**config.mk**
```make
export PLATFORM = sky130hd
export DESIGN_NAME = lsu_axil_bridge
export DESIGN_NICKNAME = d
export VERILOG_FILES = /design/src/rtl/lsu_axil_bridge.sv
export SDC_FILE = /design/constraint.sdc
export NUM_CORES = 1
export LEC_CHECK = 0
export CAP_MARGIN = 25
export CORE_ASPECT_RATIO = 1.2
export CORE_MARGIN = 4
export CORE_UTILIZATION = 30
export CTS_CLUSTER_SIZE = 30
export DETAILED_ROUTE_END_ITERATION = 10
export HOLD_SLACK_MARGIN = 0.02
export PLACE_DENSITY = 0.65
export SLEW_MARGIN = 20
export SYNTH_ARGS = -nofsm -noshare
export SYNTH_HDL_FRONTEND = slang
export SYNTH_SLANG_ARGS = --single-unit
```
**constraint.sdc**
```tcl
create_clock -name clk -period 4.9 [get_ports clk]
set_clock_uncertainty 0.1 [all_clocks]
set_input_delay 1.47 -clock clk [delete_from_list [all_inputs] [get_ports clk]]
set_output_delay 1.47 -clock clk [all_outputs]
set_load 0.02 [all_outputs]
```
**src/rtl/lsu_axil_bridge.sv**
```systemverilog
// lsu_axil_bridge: converts each core data request into a single
// AXI4-Lite transaction and returns a one-cycle completion pulse.
module lsu_axil_bridge #(
   parameter int XLEN       = 32,
   parameter bit ALIGN_ADDR = 1'b1
) (
   input  logic            clk,
   input  logic            rst_b,
   input  logic            core_valid,
   input  logic            core_wen,
   input  logic [XLEN-1:0] core_addr,
   input  logic [3:0]      core_wstrb,
   input  logic [XLEN-1:0] core_wdata,
   output logic            core_done,
   output logic [XLEN-1:0] core_rdata,
   output logic            core_err,
   output logic            m_awvalid,
   input  logic            m_awready,
   output logic [XLEN-1:0] m_awaddr,
   output logic            m_wvalid,
   input  logic            m_wready,
   output logic [XLEN-1:0] m_wdata,
   output logic [3:0]      m_wstrb,
   input  logic            m_bvalid,
   output logic            m_bready,
   input  logic [1:0]      m_bresp,
   output logic            m_arvalid,
   input  logic            m_arready,
   output logic [XLEN-1:0] m_araddr,
   input  logic            m_rvalid,
   output logic            m_rready,
   input  logic [XLEN-1:0] m_rdata,
   input  logic [1:0]      m_rresp
);

   typedef enum logic [2:0] {
      IDLE, RD_ADDR, RD_DATA, WR_REQ, WR_RESP, DONE
   } state_t;

   state_t          state;
   logic [XLEN-1:0] addr_q;
   logic [XLEN-1:0] wdata_q;
   logic [3:0]      wstrb_q;
   logic            aw_sent;
   logic            w_sent;
   logic            aw_fire;
   logic            w_fire;
   logic            aw_ok;
   logic            w_ok;
   logic [XLEN-1:0] bus_addr;

   assign bus_addr = ALIGN_ADDR ? {addr_q[XLEN-1:2], 2'b00}
                                : addr_q;
   assign m_awaddr = bus_addr;
   assign m_araddr = bus_addr;
   assign m_wdata  = wdata_q;
   assign m_wstrb  = wstrb_q;

   // AW and W complete independently; a beat counts as sent
   // either from an earlier cycle or from this cycle's handshake.
   assign aw_fire = m_awvalid & m_awready;
   assign w_fire  = m_wvalid & m_wready;
   assign aw_ok   = aw_sent | aw_fire;
   assign w_ok    = w_sent | w_fire;

   always_ff @(posedge clk or negedge rst_b) begin
      if (!rst_b) begin
         state      <= IDLE;
         addr_q     <= '0;
         wdata_q    <= '0;
         wstrb_q    <= '0;
         aw_sent    <= 1'b0;
         w_sent     <= 1'b0;
         m_awvalid  <= 1'b0;
         m_wvalid   <= 1'b0;
         m_bready   <= 1'b0;
         m_arvalid  <= 1'b0;
         m_rready   <= 1'b0;
         core_done  <= 1'b0;
         core_err   <= 1'b0;
         core_rdata <= '0;
      end else begin
         core_done <= 1'b0;
         core_err  <= 1'b0;
         unique case (state)
            IDLE: begin
               if (core_valid) begin
                  addr_q  <= core_addr;
                  wdata_q <= core_wdata;
                  wstrb_q <= core_wstrb;
                  if (core_wen) begin
                     state     <= WR_REQ;
                     m_awvalid <= 1'b1;
                     m_wvalid  <= 1'b1;
                     aw_sent   <= 1'b0;
                     w_sent    <= 1'b0;
                  end else begin
                     state     <= RD_ADDR;
                     m_arvalid <= 1'b1;
                  end
               end
            end
            RD_ADDR: begin
               if (m_arready) begin
                  m_arvalid <= 1'b0;
                  m_rready  <= 1'b1;
                  state     <= RD_DATA;
               end
            end
            RD_DATA: begin
               if (m_rvalid) begin
                  core_rdata <= m_rdata;
                  m_rready   <= 1'b0;
                  core_done  <= 1'b1;
                  core_err   <= |m_rresp;
                  state      <= DONE;
               end
            end
            WR_REQ: begin
               if (aw_fire) begin
                  m_awvalid <= 1'b0;
                  aw_sent   <= 1'b1;
               end
               if (w_fire) begin
                  m_wvalid <= 1'b0;
                  w_sent   <= 1'b1;
               end
               if (aw_ok && w_ok) begin
                  m_bready <= 1'b1;
                  state    <= WR_RESP;
               end
            end
            WR_RESP: begin
               if (m_bvalid) begin
                  m_bready  <= 1'b0;
                  core_done <= 1'b1;
                  core_err  <= |m_bresp;
                  state     <= DONE;
               end
            end
            DONE: begin
               state <= IDLE;
            end
            default: begin
               state <= IDLE;
            end
         endcase
      end
   end

endmodule

```
### Yosys cells after proc, flatten, opt, wreduce, memory -nomap -nowiden

Cells that the tools add are included.

* bits in registers: 112
* input port bits: 113
* output and inout port bits: 139
* logic and storage cells: 82

* equality and inequality tests: 13
* multiplexer cells: 35
* bitwise operators: 4
* reductions and logical operators: 16

Operator list (number)
* two-way mux 1 bit: 19
* inequality test 2 bit, second input constant: 9
* case mux 1 bit (2 select lines): 9
* two-way mux 3 bit: 5
* case mux 3 bit (5 select lines): 1
* AND reduction 4 bit: 3
* nonzero test 2 bit: 4
* == test 3 x 2 -> 1 bit, second input constant: 2
* AND reduction 3 bit: 2
* AND reduction 5 bit: 1
* AND reduction 2 bit: 2
* OR reduction 2 bit: 2
* == test 3 x 1 -> 1 bit, second input constant: 1
* == test 3 bit, second input constant: 1
* logical NOT 3 bit: 1
* AND 1 bit: 2
* two-way mux 2 bit: 1
* bitwise OR 1 bit: 2
* logical AND 1 bit: 1

### Logic depth before layout (Yosys ltp)

* depth after elaboration: 5
* gate-level depth with buffers: 6
* depth with buffers taken out: 3

### Least setup slack after synthesis

OpenSTA, ideal clock, no wires.

* path kind: input to register
* start point: in m_rvalid
* end point: reg core_rdata[0]
* setup time: 125 ps
* arrival time: 2452 ps
* required time: 4675 ps
* setup slack: 2224 ps
* stages on the path: 4
* buffers on the path: 2
* cell sequence: nor4bb_1 -> buf_2 -> buf_2 -> mux2_2

* word-level cells in the longest chain between the ends: 1

RTL lines
* start, declared: RTL line 30 `input logic m_rvalid,`
* AND reduction 2 bit (no source line)
* end signal, assigned: RTL line 112 `core_rdata <= m_rdata;`
* end, declared: RTL line 15 `output logic [XLEN-1:0] core_rdata,`

No other way between the ends.
A chain may end at the register's enable or synchronous reset.

### Worst setup path after layout

* start point: in m_rvalid
* end point: reg core_rdata[10]

Same word-level chain as after synthesis.

==> metrics.txt <==
status=complete, no violations; LEAKAGE=0.00294 uW; RSZ-0062 raised after global routing=no; fin. max-slew vios=0; routed len/inst=16.5 um; FF+latch count, synth=110; vias per std cell=4.42; GRT Util Overall=13.6%; H-Tree Depth=3; critical path data arrival time=3.30 ns; number of synthesis warnings=0; die height=142 um; maximum fanout along the worst path=27; Mapped Cells=299; GR Overflow Total=0; final worst-path cycle share=65.0%; Routed WL=11,800 um; Sw Pwr=1880 uW; Area growth syn-to-layout=61.4%; CTS tree=built; Sw Share=36.6%; Post-CTS Setup Bufs=0; Clk pwr share=13.7%; Post-synth EDFFs=0; ys async rst share=100%; Clock Root Buffer=clkbuf_16; Worst-Margin Slew=0.684 ns; Largest stage delay, worst path=0.68 ns; Final min period=3.19 ns; Bufs on Longest Clock Path=2; Placer Congestion=0.713; hold_ws=0.395 ns; Max Clock Freq=0.314 GHz; crit path buf inv count=2; PostCTS Resize Cnt=0; Worst setup EP type=flip-flop; Slew headroom=54.4%; Worst Path Required=5.01 ns; number of diodes=0; slowest CP cell=nor4bb_4; Initial DRC Count=80; syn_area_per_cell=15.0 um2; critical path type=primary input to flip-flop; fillers=1,311; Seq/Total Area, Yosys=61.5%; first-pass GRT wire length=18,200 um; dpl hpwl=9170 um; Hold-fix buffers, CTS=0; I/O pins=252; layout cells sized above 1=23.2%; Starting Density=30.8%; initial antenna violation count=0; Synth Cell Area=0.00448 mm2; global route hottest layer=met2; post-route ant nets=0; Post-synth top flop=dfrtp_1; share of power burned in registers=32.6%; worst hold path class=flip-flop to flip-flop; Reg area=0.00275 mm2; met2 Use GR=25.1%; floorplan row count=48; Die ar.=0.0170 mm2; Worst-Skew Late Latency=0.33 ns; Fin Setup TNS=0 ns; design internal power=3260 uW; global routing usage on met1=14.0%; Max Cap Viol=0; power density cells=710 mW/mm2; clk slew on worst S/H paths=0.06 ns; cell family with most CP delay=buffers and inverters; Nets=627; number of global-route vias before repair=3,466; logic gate share of total power=53.7%; core area=0.0145 mm2; routed vias=3,177; chip width=120 um; worst path cell trace=clkdlybuf4s50_1, nor4bb_4, buf_12, mux2_2; Port Buf Inserts=245; GR met3 Demand/Resource=4.70%; multi-input logic area=0.00140 mm2; CP Launch Type=primary input; largest net degree at the start of global routing=72; drt drc=0; final setup fails=0; CTS sink cnt=110; synth unique cells=28; maximum vdd drop=0.287 mV; CTS Buf Count=9; First-pass DRT Iterations=4; Hold Violations, Final=0
-- through the flow --
stage | worst slack (ns) | cells | area [um2] | util (%) | total power (uW)
after floorplan | 2.22 | 302 | 4490 | - | 3220
after CTS | 1.70 | 717 | 7200 | 49.5 | 5220
after global routing | 1.61 | 718 | 7230 | 49.7 | 5410
after global placement | 1.37 | 702 | 6920 | 47.6 | 4430
after detailed placement | 1.33 | 702 | 6920 | 47.6 | 4490
final | 1.71 | 718 | 7230 | 49.7 | 5130
-- synth_stat cells, drive strengths merged, types with 2 or more instances --
library cell	number	area share, %
buf	47	7.5
mux2	98	25
o21ai	7	0.78
o211ai	2	0.34
clkbuf	2	0.17
a21oi	5	0.56
inv	3	0.25
nand2	2	0.17
nand2b	2	0.28
and3b	2	0.39
nor2	4	0.34
dfrtp	110	61
a32o	2	0.45
-- layout by cell type, fill, tap and decap left out, types with 2 or more instances in the layout --
cell type / synthesis / final
a32o_1: 2 / 2
buf_12: 0 / 2
nand2_1: 2 / 2
nor2_1: 4 / 4
and3b_1: 2 / 2
mux2_2: 98 / 98
dfrtp_1: 110 / 110
a21oi_1: 5 / 5
clkbuf_1: 2 / 2
buf_4: 37 / 3
clkinv_2: 0 / 2
clkdlybuf4s50_1: 0 / 244
conb_1: 1 / 4
o211ai_1: 2 / 2
inv_1: 3 / 3
nand2b_1: 2 / 2
clkbuf_16: 0 / 9
o21ai_0: 7 / 7
-- metal layers --
layer,share of wire [%],wire length (um)
met1,35,4190
met2,53,6270
met3,8.9,1060
met4,2.7,314
met5,0,0
-- logic make-up after synthesis --
logic type	synth area share, %
multiplexers	24.9
other	0.0837
buffers and inverters	7.88
flip-flops	61.5
AND/OR/NAND/NOR	2.43
AO/OA/AOI/OAI	3.30
-- final cells by class --
| class | instances | share of cell area (%) |
|---|---|---|
| multi-input cells | 140 | 19.4 |
| clock inverters | 4 | 0.675 |
| well taps | 200 | 3.46 |
| inverters | 3 | 0.156 |
| repair buffers | 250 | 35.0 |
| clock buffers | 11 | 3.22 |
| flip-flops and latches | 110 | 38.1 |
-- worst paths after layout --
check | startpoint | to | slack, ns | depth (start not counted)
max in group asynchronous | rst_b | m_wdata[28] | 2.93 | 3
setup / recovery | m_rvalid | core_rdata[10] | 1.71 | 4
hold reg to reg | aw_sent | aw_sent | 0.40 | 1
min in group asynchronous | rst_b | core_rdata[23] | 0.91 | 1
hold / removal | aw_sent | aw_sent | 0.40 | 1
setup reg to reg | state[0] | core_rdata[10] | 2.81 | 3
-- power by group through the flow --
stage	combinational, uW	clock [uW]	sequential, uW
floorplan	1040	0	2180
global placement	2760	0	1660
detailed placement	2800	0	1700
global route	2900	772	1740
finish	2760	703	1670
CTS	2800	739	1680
-- sequential cells by signal (all words and copies together) (netlist names) --
signal,flops
addr_q,30
m_rready,1
m_wvalid,1
core_done,1
w_sent,1
m_wstrb,4
core_rdata,32
aw_sent,1
m_arvalid,1
m_bready,1
core_err,1
m_awvalid,1
state,3
m_wdata,32
No activity file was read; power rests on OpenSTA's default activity.
